`config.mk`:
```
export PLATFORM = sky130hd
export DESIGN_NAME = exception_unit
export DESIGN_NICKNAME = d
export VERILOG_FILES = /design/src/rtl/exception_unit_pkg.sv /design/src/rtl/exception_unit_exc_priority_enc.sv /design/src/rtl/exception_unit.sv
export SDC_FILE = /design/constraint.sdc
export NUM_CORES = 1
export LEC_CHECK = 0
export BUFFER_PORTS_ARGS = -buffer_cell sky130_fd_sc_hd__clkbuf_2
export CAP_MARGIN = 5
export CORE_ASPECT_RATIO = 1.2
export CORE_MARGIN = 4
export CORE_UTILIZATION = 50
export DETAILED_ROUTE_END_ITERATION = 10
export PLACE_DENSITY = 0.79
export REMOVE_ABC_BUFFERS = 1
export SYNTH_ARGS = -nofsm -noshare
export SYNTH_HDL_FRONTEND = slang
export SYNTH_SLANG_ARGS = --single-unit
```
`constraint.sdc`:
```
create_clock -name clk -period 2.2 [get_ports clk]
set_input_delay 0.22 -clock clk [delete_from_list [all_inputs] [get_ports clk]]
set_output_delay 0.22 -clock clk [all_outputs]
set_load 0.02 [all_outputs]
```
`src/rtl/exception_unit_pkg.sv`:
```
// Shared exception bus layout, flag priority order, FSM encoding and stage tag types.
// Flag vectors use bus order: index i corresponds to bus bit EXC_OFF_ADDRL + i.
package exception_unit_pkg;

  localparam int EXC_W         = 70;
  localparam int EXC_OFF_TR    = 69;
  localparam int EXC_OFF_OVF   = 68;
  localparam int EXC_OFF_RI    = 67;
  localparam int EXC_OFF_SYS   = 66;
  localparam int EXC_OFF_ADDRS = 65;
  localparam int EXC_OFF_ADDRL = 64;
  localparam int EXC_OFF_EPC   = 32;
  localparam int EXC_OFF_BADVA = 0;

  localparam int NFLAG     = 6;
  localparam int F_ADDRL   = EXC_OFF_ADDRL - EXC_OFF_ADDRL;
  localparam int F_ADDRS   = EXC_OFF_ADDRS - EXC_OFF_ADDRL;
  localparam int F_SYSCALL = EXC_OFF_SYS   - EXC_OFF_ADDRL;
  localparam int F_RI      = EXC_OFF_RI    - EXC_OFF_ADDRL;
  localparam int F_OVF     = EXC_OFF_OVF   - EXC_OFF_ADDRL;
  localparam int F_TR      = EXC_OFF_TR    - EXC_OFF_ADDRL;

  // Highest priority first.
  localparam int PRIO [NFLAG] = '{F_RI, F_SYSCALL, F_OVF, F_TR, F_ADDRL, F_ADDRS};

  typedef logic [NFLAG-1:0] flags_t;

  typedef enum logic [1:0] {
    S_IDLE   = 2'd0,
    S_SIGNAL = 2'd1,
    S_DRAIN  = 2'd2
  } state_t;

  typedef struct packed {
    logic        valid;
    logic        ri;
    logic        syscall;
    logic [31:0] pc;
  } ex_tag_t;

  typedef struct packed {
    logic        valid;
    logic        ri;
    logic        syscall;
    logic        ovf;
    logic        tr;
    logic [31:0] pc;
  } mem_tag_t;

  function automatic logic [EXC_W-1:0] pack_bus(flags_t f, logic [31:0] epc,
                                                logic [31:0] badva);
    return {f, epc, badva};
  endfunction

endpackage

```
`src/rtl/exception_unit_exc_priority_enc.sv`:
```
// Picks the single highest-priority raised flag; one-hot out, all-zero when none.
// Purely combinational, no backpressure.
module exc_priority_enc
  import exception_unit_pkg::*;
(
  input  flags_t flags,
  output flags_t win
);

  logic found;

  always_comb begin
    win   = '0;
    found = 1'b0;
    for (int i = 0; i < NFLAG; i++) begin
      if (!found && flags[PRIO[i]]) begin
        win[PRIO[i]] = 1'b1;
        found        = 1'b1;
      end
    end
  end

endmodule

```
`src/rtl/exception_unit.sv`:
```
// Carries ID/EX/MEM exception flags to the MEM commit point and pulses the CP0 bus.
// Bus pulse one cycle after detection, then flush for FLUSH_CYCLES; stall freezes tags.
module exception_unit #(
  parameter int FLUSH_CYCLES = 2,
  parameter int EXC_W        = 70
) (
  input  logic             clk,
  input  logic             reset,
  input  logic             stall,
  input  logic             id_valid,
  input  logic             id_ri,
  input  logic             id_syscall,
  input  logic [31:0]      id_pc,
  input  logic             ex_ovf,
  input  logic             ex_tr,
  input  logic             mem_addrl,
  input  logic             mem_addrs,
  input  logic [31:0]      mem_addr,
  input  logic             exl,
  output logic [EXC_W-1:0] exception_bus,
  output logic             flush_all,
  output logic             busy
);
  import exception_unit_pkg::*;

  localparam int CNT_W = (FLUSH_CYCLES > 1) ? $clog2(FLUSH_CYCLES) : 1;

  state_t           state_q, state_d;
  ex_tag_t          ex_q, ex_d;
  mem_tag_t         mem_q, mem_d;
  logic [CNT_W-1:0] cnt_q, cnt_d;
  logic [EXC_W-1:0] bus_q, bus_d;
  logic             flush_q, flush_d;
  logic             busy_q, busy_d;
  flags_t           raw, win;
  logic             detect;

  // Address faults only count for a real instruction sitting in MEM.
  assign raw = {mem_q.tr, mem_q.ovf, mem_q.ri, mem_q.syscall,
                mem_q.valid & mem_addrs, mem_q.valid & mem_addrl};

  exc_priority_enc u_enc (
    .flags (raw),
    .win   (win)
  );

  assign detect = (state_q == S_IDLE) && !stall && !exl && (|raw);

  always_comb begin
    ex_d  = ex_q;
    mem_d = mem_q;
    if (flush_q) begin
      ex_d  = '0;
      mem_d = '0;
    end else if (!stall) begin
      ex_d        = '0;
      if (id_valid) begin
        ex_d.valid   = 1'b1;
        ex_d.ri      = id_ri;
        ex_d.syscall = id_syscall;
        ex_d.pc      = id_pc;
      end
      mem_d.valid   = ex_q.valid;
      mem_d.ri      = ex_q.ri;
      mem_d.syscall = ex_q.syscall;
      mem_d.ovf     = ex_q.valid & ex_ovf;
      mem_d.tr      = ex_q.valid & ex_tr;
      mem_d.pc      = ex_q.pc;
    end
  end

  always_comb begin
    state_d = state_q;
    cnt_d   = cnt_q;
    bus_d   = '0;
    case (state_q)
      S_IDLE: begin
        if (detect) begin
          state_d = S_SIGNAL;
          bus_d   = pack_bus(win, mem_q.pc,
                             (win[F_ADDRL] | win[F_ADDRS]) ? mem_addr : 32'd0);
        end
      end
      S_SIGNAL: begin
        state_d = S_DRAIN;
        cnt_d   = CNT_W'(FLUSH_CYCLES - 1);
      end
      S_DRAIN: begin
        if (cnt_q == '0) state_d = S_IDLE;
        else             cnt_d   = cnt_q - CNT_W'(1);
      end
      default: state_d = S_IDLE;
    endcase
    flush_d = (state_d != S_IDLE);
    busy_d  = (state_d != S_IDLE);
  end

  always_ff @(posedge clk) begin
    if (reset) begin
      state_q <= S_IDLE;
      ex_q    <= '0;
      mem_q   <= '0;
      cnt_q   <= '0;
      bus_q   <= '0;
      flush_q <= 1'b0;
      busy_q  <= 1'b0;
    end else begin
      state_q <= state_d;
      ex_q    <= ex_d;
      mem_q   <= mem_d;
      cnt_q   <= cnt_d;
      bus_q   <= bus_d;
      flush_q <= flush_d;
      busy_q  <= busy_d;
    end
  end

  assign exception_bus = bus_q;
  assign flush_all     = flush_q;
  assign busy          = busy_q;

endmodule

```
==> impl_metrics.env, run 1 <==
export IMPL_hold_path_class="in2reg"
export IMPL_synthCells=418
export IMPL_relSlewSlack_pct=51.08
export IMPL_seq_power_share_pct=44.7
export IMPL_post_cts_buffers=0
export IMPL_cts_clk_slew_worst_paths_ns=0.06
export IMPL_drc=0
export IMPL_synth_edf_count=0
export IMPL_syn_avg_cell_area_sq_um=10.97
export IMPL_clk_latency_ns=0.51
export IMPL_max_freq_mhz=515.9
export IMPL_final_nets=709
export IMPL_rows=38
export IMPL_cts_tree="yes"
export IMPL_wl_um=11270
export IMPL_area_growth_synth_to_final_pct=46.92
export IMPL_antenna_left=0
export IMPL_synth_area_leaders="dfxtp_1 (64%), and2_1 (8.9%), mux2i_1 (7.4%), nor2_1 (6.2%), a22oi_1 (5.9%)"
export IMPL_ir_drop_v=0.0006724
export IMPL_slowest_stage="or4b_1"
export IMPL_rsz0062_at_grt="false"
export IMPL_fillers=603
export IMPL_cts_buffers=17
export IMPL_synth_area_sq_mm=0.004584
export IMPL_hold_viol_final=0
export IMPL_r2r_slack_ns=0.26
export IMPL_grt_max_degree=75
export IMPL_routed_via_density=4.742
export IMPL_grt_pass1_wl_um=17390
export IMPL_switchingPower_w=0.001209
export IMPL_setup_tns_ns=0
export IMPL_crit_path_start_kind="flip-flop"
export IMPL_ctsResizeCount=0
export IMPL_cts_buffer_depth=2
export IMPL_required_ns=2.65
export IMPL_p_total_w=0.006075
export IMPL_root_buffer="clkbuf_8"
export IMPL_postLayoutCoreUtil_pct=74.95
export IMPL_yosysWarnings=0
export IMPL_track_usage_pct=21.24
export IMPL_ys_async_sr_fraction_pct=0
export IMPL_p_leak_nw=3.125
export IMPL_h_tree_depth=4
export IMPL_holdBufCountCts=70
export IMPL_num_io_pins=147
export IMPL_first_iter_violations=83
export IMPL_period_share_pct=88.11
export IMPL_worstMarginPinSlew_ns=0.7339
export IMPL_worstPathArrival_ns=2.39
export IMPL_fin_area_sq_mm=0.006735
export IMPL_netSwitchingFraction_pct=19.90
export IMPL_dp_hpwl_um=6413
export IMPL_antenna_found_initial=0
export IMPL_dr_pass1_iters=4
export IMPL_synth_area_leader_cell="dfxtp_1"
export IMPL_ys_ff_latch=146
export IMPL_start_util_pct=51.02
export IMPL_die_w_um=95.41
export IMPL_dpl_cell_area_sq_mm=0.005411
export IMPL_via_count=3618
export IMPL_ys_flop_type="dfxtp_1"
export IMPL_fp_dieH_um=112.9
export IMPL_grt_overflow=0
export IMPL_synth_top_area_share_pct=63.76
export IMPL_power_density_mw_per_mm2=901.9
export IMPL_yosysMostFrequentCell="dfxtp_1"
export IMPL_worstPathCellList="inv_1 > ha_1 > or4b_1 > nor3_4 > buf_4 > and2_1"
export IMPL_seq_area_frac_synth_pct=63.76
export IMPL_dieArea_sq_mm=0.01077
export IMPL_n_antenna_cell=0
export IMPL_finalCriticalPeriod_ns=1.939
export IMPL_synth_cell_types=32
export IMPL_internal_power_w=0.004866
export IMPL_clock_skew_ns=0.006715
export IMPL_routabilityCongestion=0.7449
export IMPL_grt_pass1_vias=3602
export IMPL_wl_per_cell_um=14.77
export IMPL_worst_setup_path_end_kind="flip-flop"
export IMPL_critPathMaxFanout=32
export IMPL_yosys_top_cells_count="dfxtp_1 (146), nor2_1 (76), and2_1 (65)"
export IMPL_numClockSinks=146
export IMPL_portBuffers=146
export IMPL_drive_above_1_share_pct=28.46
export IMPL_setup_viol=0
export IMPL_drv_cap=0
export IMPL_core_sq_mm=0.008986
export IMPL_combPwrFrac_pct=5.8
export IMPL_status="complete, no violations"
export IMPL_drv_slew=0
export IMPL_critical_path_class="reg2reg"
export IMPL_slowest_delay_ns=0.60
export IMPL_clkPwrFrac_pct=49.5
==> critical path, delay by kind of cell (launching register included) <==
family | cells | cell delay [ns]
adders and majority gates | 1 | 0.17
buffers and inverters | 2 | 0.37
DFF | 1 | 0.33
and+or+nand+nor | 3 | 1.01
==> power by group through the flow <==
| stage | registers [W] | logic, W | clock network [W] |
|---|---|---|---|
| after global placement | 0.00277 | 0.000244 | 0 |
| final | 0.00271 | 0.000355 | 0.00301 |
| after floorplan | 0.00277 | 0.000109 | 0 |
| after global routing | 0.00272 | 0.000387 | 0.00318 |
| after detailed placement | 0.00277 | 0.000250 | 0 |
| after CTS | 0.00271 | 0.000350 | 0.00306 |
==> kinds of logic (layout without fill, tap and decap cells) <==
group                      count (synthesis)  in the layout  synth area share (%)
and+or+nand+nor                          156            156                 17.60
DFF                                      146            146                 63.76
buffers and inverters                     33            258                 3.057
AOI/OAI and AO/OA                         46             46                 7.342
muxes                                     34             34                 7.424
adders and majority gates                  3              3                0.8189
==> path summary, 6_finish.rpt <==
kind,start,end,cells after the start
hold reg to reg,mem_q[22]$_SDFFE_PP0N_,exception_bus[54]$_SDFF_PP0_,1
setup reg to reg,state_q[0]$_SDFF_PP0_,exception_bus[26]$_SDFF_PP0_,6
hold / removal,id_pc[14],ex_q[14]$_SDFFE_PP0N_,3
setup / recovery,state_q[0]$_SDFF_PP0_,exception_bus[26]$_SDFF_PP0_,6
==> routing by layer <==
metal | vias to the layer above | track usage [%] | wire length (um)
met5 | - | 0 | 0
met4 | 0 | 7.211 | 172
met3 | 15 | 8.577 | 970
met2 | 136 | 36.90 | 5632
met1 | 1659 | 23.21 | 4496
li1 | 1808 | - | -
==> state kept, by name, indices dropped and copies added (netlist names) <==
signal / flops
exception_bus: 70
mem_q: 37
ex_q: 35
state_q: 2
busy: 1
cnt_q: 1
==> layout by cell type (no fill, tap or decap), types with 3 or more instances in the layout <==
cell           instances
bufinv_16              5
mux2i_1               34
buf_4                  6
and2_1                65
clkbuf_2             145
a22oi_1               36
clkbuf_1               4
a21oi_1                3
inv_1                  5
clkbuf_16             16
dfxtp_1              146
nor2_1                76
ha_1                   3
dlygate4sd3_1         70
==> per-stage QoR <==
| stage | instances | hold WS [ns] | setup WS (ns) |
|---|---|---|---|
| 2_1_floorplan | 390 | 0.2985 | 0.3071 |
| 4_1_cts | 763 | 0.01124 | 0.2864 |
| 6_report | 763 | 0.02208 | 0.2615 |
| 3_5_place_dp | 662 | 0.4260 | 0.2984 |
| 5_1_grt | 763 | 0.01474 | 0.1308 |
| 3_3_place_gp | 662 | 0.4255 | 0.3908 |
==> final cells by class <==
type,instances,area [sq um],share of cell area (%)
Clock inverter,9,180.2,2.675
Inverter,5,18.77,0.2787
Multi-Input combinational cell,239,1529,22.70
Sequential cell,146,2923,43.40
Timing Repair Buffer,222,1491,22.14
Tap cell,120,150.1,2.229
Clock buffer,22,442.9,6.576
Power figures use the tool's default switching activity.
==> inputs of run 2 (changes only) <==
Settings changed: CELL_PAD_IN_SITES_DETAIL_PLACEMENT set to 1, CELL_PAD_IN_SITES_GLOBAL_PLACEMENT set to 2, CORE_UTILIZATION 50 to 31, CTS_CLUSTER_SIZE set to 14.
==> run 2 against run 1 <==
Count of clock-buffer cells in the layout is 2 lower. Die area grew 56%. Critical path depth did not move. Critical endpoint is now exception_bus[12]$_SDFF_PP0_. Largest power group unchanged.
==> impl_metrics.env, run 2 (synthesis gave the netlist of run 1 again) <==
export IMPL_status="complete, no violations"
export IMPL_fin_area_sq_mm=0.006372
export IMPL_hold_viol_final=0
export IMPL_slowest_delay_ns=0.61
export IMPL_finalCriticalPeriod_ns=1.986
export IMPL_max_freq_mhz=503.5
export IMPL_holdBufCountCts=26
export IMPL_grt_max_degree=73
export IMPL_first_iter_violations=150
export IMPL_hold_path_class="in2reg"
export IMPL_wl_um=12200
export IMPL_critPathMaxFanout=32
export IMPL_final_cells=798
export IMPL_power_density_mw_per_mm2=929.0
export IMPL_fp_dieH_um=141.2
export IMPL_clock_skew_ns=0.005720
export IMPL_required_ns=2.56
export IMPL_largest_reg_flops=70
export IMPL_rsz0062_at_grt="false"
export IMPL_clk_latency_ns=0.42
export IMPL_routabilityCongestion=0.7699
export IMPL_mostFrequentLayoutCells="dfxtp_1 (146), clkbuf_2 (145), nor2_1 (76), and2_1 (65), a22oi_1 (36)"
export IMPL_period_share_pct=90.27
export IMPL_ctsResizeCount=0
export IMPL_worstPathArrival_ns=2.34
export IMPL_crit_path_start_kind="flip-flop"
export IMPL_drv_cap=0
export IMPL_wl_per_cell_um=15.29
export IMPL_core_sq_mm=0.01447
export IMPL_antenna_found_initial=0
export IMPL_holdWs_ns=0.006255
export IMPL_worstPathCellList="inv_1 > ha_1 > or4b_1 > nor3_4 > buf_4 > and2_1"
export IMPL_final_common_cell="dfxtp_1"
export IMPL_dpl_cell_area_sq_mm=0.005512
export IMPL_p_total_w=0.005920
export IMPL_setup_viol=0
export IMPL_dr_pass1_iters=4
export IMPL_setup_tns_ns=0
export IMPL_dieArea_sq_mm=0.01681
export IMPL_die_w_um=119.0
export IMPL_rows=48
export IMPL_numClockSinks=146
export IMPL_drv_slew=0
export IMPL_track_usage_pct=15.06
export IMPL_grt_pass1_vias=3884
export IMPL_post_cts_buffers=0
export IMPL_antenna_left=0
export IMPL_n_antenna_cell=0
export IMPL_h_tree_depth=4
export IMPL_grt_pass1_wl_um=19530
export IMPL_start_util_pct=31.67
export IMPL_num_io_pins=147
export IMPL_area_growth_synth_to_final_pct=39.00
export IMPL_cts_buffer_depth=2
export IMPL_drive_above_1_share_pct=31.10
export IMPL_cts_buffers=17
export IMPL_via_count=3547
export IMPL_dp_hpwl_um=7960
export IMPL_regArea_sq_mm=0.002923
export IMPL_grt_overflow=0
export IMPL_drc=0
export IMPL_cts_clk_slew_worst_paths_ns=0.06
export IMPL_relSlewSlack_pct=48.72
export IMPL_critical_path_class="reg2reg"
export IMPL_p_leak_nw=2.933
export IMPL_portBuffers=146
export IMPL_root_buffer="clkbuf_16"
export IMPL_multi_input_area_sq_mm=0.001529
export IMPL_cts_tree="yes"
export IMPL_routed_via_density=4.445
export IMPL_ir_drop_v=0.0004225
export IMPL_dpl_cell_count=742
export IMPL_slowest_stage="or4b_1"
export IMPL_worst_setup_path_end_kind="flip-flop"
export IMPL_final_nets=665
export IMPL_fillers=1635
export IMPL_worstMarginPinSlew_ns=0.7692
run 2: power breakdown:
group	switching, W	internal [W]
registers	0.0000241	0.00269
logic	0.000150	0.000142
clock network	0.00106	0.00185
total	0.00124	0.00468
run 2: metal layers:
metal | global-route usage, % | part of all wire [%] | up-vias
met3 | 3.692 | 3.4 | 34
met2 | 27.66 | 55 | 83
met4 | 8.847 | 3.9 | 0
met5 | 0 | 0 | -
li1 | - | - | 1721
met1 | 15.37 | 37 | 1709
run 2: worst paths after layout:
path	from	endpoint	slack, ns	depth (start not counted)
worst max-delay path	state_q[0]$_SDFF_PP0_	exception_bus[12]$_SDFF_PP0_	0.21	6
worst min-delay path	mem_addr[6]	exception_bus[6]$_SDFF_PP0_	0.006	2
worst max register to register	state_q[0]$_SDFF_PP0_	exception_bus[12]$_SDFF_PP0_	0.21	6
worst min register to register	mem_q[8]$_SDFFE_PP0N_	exception_bus[40]$_SDFF_PP0_	0.45	1
run 2: critical path, delay by kind of cell (launching register included):
kind / cells / cell delay (ns)
adder cells (fa/ha/maj): 1 / 0.17
buffers and inverters: 2 / 0.40
flip-flops: 1 / 0.33
AND/OR/NAND/NOR: 3 / 1.03
run 2: final cells by class:
class	instances	share of cell area, %
clock buffer	20	7.324
clock inverter	10	2.101
inverter	5	0.2945
multi-input combinational	239	23.99
sequential	146	45.87
tap	200	3.927
timing repair buffer	178	16.49
run 2: per-stage QoR:
stage | worst slack, ns | util (%)
2_1_floorplan | 0.3071 | -
3_3_place_gp | 0.3393 | 38.08
3_5_place_dp | 0.2197 | 38.08
4_1_cts | 0.2156 | 44.03
5_1_grt | 0.04477 | 44.03
6_report | 0.2141 | 44.03
==> inputs of run 3 (changes only) <==
Settings changed: ABC_AREA set to 1, CORE_UTILIZATION 31 to 29, PLACE_DENSITY 0.79 to not set, PLACE_DENSITY_LB_ADDON set to 0.1.
==> run 3 against run 2 <==
Sequential power grew 1%. Clock power grew 4%. Non-clock buffer count shrank 4. Critical path depth is the same. Critical path type unchanged.
==> impl_metrics.env, run 3 <==
export IMPL_num_io_pins=147
export IMPL_syn_avg_cell_area_sq_um=8.986
export IMPL_wl_um=11900
export IMPL_drv_cap=0
export IMPL_synthCells=534
export IMPL_fillers=1917
export IMPL_critical_path_class="reg2reg"
export IMPL_final_nets=775
export IMPL_grt_pass1_vias=4110
export IMPL_wl_per_cell_um=12.92
export IMPL_hold_viol_final=0
export IMPL_track_usage_pct=13.41
export IMPL_ys_ff_latch=146
export IMPL_synth_edf_count=0
export IMPL_drc=0
export IMPL_post_cts_buffers=0
export IMPL_yosys_area_share_simple_pct=18.31
export IMPL_worstMarginPinSlew_ns=0.8266
export IMPL_yosysWarnings=0
export IMPL_power_density_mw_per_mm2=940.5
export IMPL_routed_via_density=4.147
export IMPL_yosys_top_cells_count="dfxtp_1 (146), nand2_1 (86), nor2_1 (78)"
export IMPL_via_count=3819
export IMPL_final_common_cell="dfxtp_1"
export IMPL_first_iter_violations=179
export IMPL_synth_cell_types=23
export IMPL_drv_slew=0
export IMPL_synth_compound_area_share_pct=10.20
export IMPL_ir_drop_v=0.0004520
export IMPL_setup_viol=0
export IMPL_holdBufCountCts=23
export IMPL_period_share_pct=83.78
export IMPL_ys_async_sr_fraction_pct=0
export IMPL_routabilityCongestion=0.6976
export IMPL_grt_max_degree=106
export IMPL_worst_setup_path_end_kind="flip-flop"
export IMPL_worstPathArrival_ns=2.17
export IMPL_antenna_found_initial=0
export IMPL_drive_above_1_share_pct=30.61
export IMPL_cts_clk_slew_worst_paths_ns=0.06
export IMPL_rsz0062_at_grt="false"
export IMPL_synth_top_area_share_pct=60.91
export IMPL_crit_path_start_kind="flip-flop"
export IMPL_ys_flop_type="dfxtp_1"
export IMPL_area_growth_synth_to_final_pct=36.66
export IMPL_synth_area_mux_share_pct=0
export IMPL_ctsResizeCount=0
export IMPL_grt_util_met2_pct=21.39
export IMPL_antenna_left=0
export IMPL_synthAdderAreaFrac_pct=0.7823
export IMPL_numClockSinks=146
export IMPL_largest_reg_flops=70
export IMPL_max_freq_mhz=542.5
export IMPL_seq_area_frac_synth_pct=60.91
export IMPL_grt_overflow=0
export IMPL_yosysMostFrequentCell="dfxtp_1"
export IMPL_root_buffer="clkbuf_16"
export IMPL_synth_area_leaders="dfxtp_1 (61%), nand2_1 (6.7%), nor2_1 (6.1%), inv_1 (5.6%), a211oi_1 (5.2%)"
export IMPL_cts_buffer_depth=2
export IMPL_setup_tns_ns=0
export IMPL_synth_area_leader_cell="dfxtp_1"
export IMPL_cts_tree="yes"
export IMPL_status="complete, no violations"
export IMPL_finalCriticalPeriod_ns=1.843
export IMPL_required_ns=2.52
export IMPL_grt_pass1_wl_um=19910
export IMPL_top_usage_layer="met2"
export IMPL_synth_xor_area_share_pct=0
export IMPL_n_antenna_cell=0
export IMPL_fp_dieH_um=148.9
export IMPL_relSlewSlack_pct=44.63
export IMPL_synth_area_sq_mm=0.004798
export IMPL_clk_latency_ns=0.41
export IMPL_core_sq_mm=0.01621
export IMPL_clock_skew_ns=0.006862
export IMPL_use_met1_pct=15.13
export IMPL_grtUsageMet3_pct=6.554
export IMPL_start_util_pct=29.60
export IMPL_mostFrequentLayoutCells="dfxtp_1 (146), clkbuf_2 (145), nand2_1 (86), nor2_1 (78), inv_1 (72)"
export IMPL_portBuffers=146
export IMPL_synth_top_family_by_area="simple AND/OR/NAND/NOR gates"
export IMPL_final_cells=921
export IMPL_cts_buffers=17
export IMPL_die_w_um=125.4
export IMPL_h_tree_depth=4
export IMPL_dieArea_sq_mm=0.01868
export IMPL_p_leak_nw=2.920
export IMPL_dp_hpwl_um=7847
export IMPL_rows=51
export IMPL_critPathMaxFanout=34
export IMPL_dr_pass1_iters=4
export IMPL_dpl_cell_count=866
export IMPL_hold_path_class="in2reg"
[run 3: cell types whose count changed after synthesis, sizes merged, moves of 36 or more]
cell / before / now
and2: 65 / 0
nand2: 1 / 87
a21oi: 4 / 41
a22oi: 36 / 0
inv: 5 / 73
[run 3: worst max-delay path, stage by stage, from the launching register on]
cell and delay (ns):
dfxtp_1 0.33, inv_1 0.11, ha_1 0.20, nand2_2 0.07
nor2_4 0.14, nand4_4 0.58, nor2_1 0.30
[run 3: layout make-up]
type | count | area, sq um | area share [%]
multi-input cells | 284 | 1405 | 21.43
clock inverters | 9 | 153.9 | 2.347
repair buffers | 174 | 1054 | 16.07
flip-flops and latches | 146 | 2923 | 44.57
inverters | 74 | 282.8 | 4.312
clock buffers | 22 | 474.2 | 7.231
well taps | 212 | 265.3 | 4.045
[run 3: cells by family (layout without fill, tap and decap cells)]
logic type | count (synthesis) | count (layout)
AND/OR/NAND/NOR | 203 | 203
flip-flops | 146 | 146
buffers and inverters | 104 | 279
AO/OA/AOI/OAI | 78 | 78
adder cells (fa/ha/maj) | 3 | 3
[run 3: worst paths after layout]
| check | start | endpoint | slack, ns | cells past startpoint |
|---|---|---|---|---|
| max | state_q[0]$_SDFF_PP0_ | exception_bus[2]$_SDFF_PP0_ | 0.36 | 6 |
| min | mem_addr[30] | exception_bus[30]$_SDFF_PP0_ | 0.02 | 3 |
| max reg2reg | state_q[0]$_SDFF_PP0_ | exception_bus[2]$_SDFF_PP0_ | 0.36 | 6 |
| min reg2reg | mem_q[0]$_SDFFE_PP0N_ | exception_bus[32]$_SDFF_PP0_ | 0.43 | 2 |
[run 3: metrics by stage]
step / hold slack [ns] / setup WS (ns) / cell area (sq um) / total power, W / util [%]
6_report: 0.01723 / 0.3568 / 6558 / 0.006168 / 40.46
5_1_grt: 0.006811 / 0.1637 / 6558 / 0.006451 / 40.46
4_1_cts: 0.0002323 / 0.3258 / 6548 / 0.006269 / 40.40
3_5_place_dp: 0.4273 / 0.3421 / 5689 / 0.003159 / 35.10
3_3_place_gp: 0.4167 / 0.4646 / 5689 / 0.003148 / 35.10
2_1_floorplan: 0.3039 / 0.1321 / 4611 / 0.002978 / -
[run 3: power breakdown]
group	switching [W]	internal, W	total, W
Combinational	0.000218	0.000159	0.000377
Sequential	0.0000291	0.00272	0.00275
Clock	0.00106	0.00198	0.00304
Total	0.00131	0.00486	0.00617
[run 3: metal layers]
layer  vias up  part of all wire, %
met3        13                   10
met1      1732                   42
met5         -                    0
li1       1962                    -
met2       112                   47
met4         0                  1.6
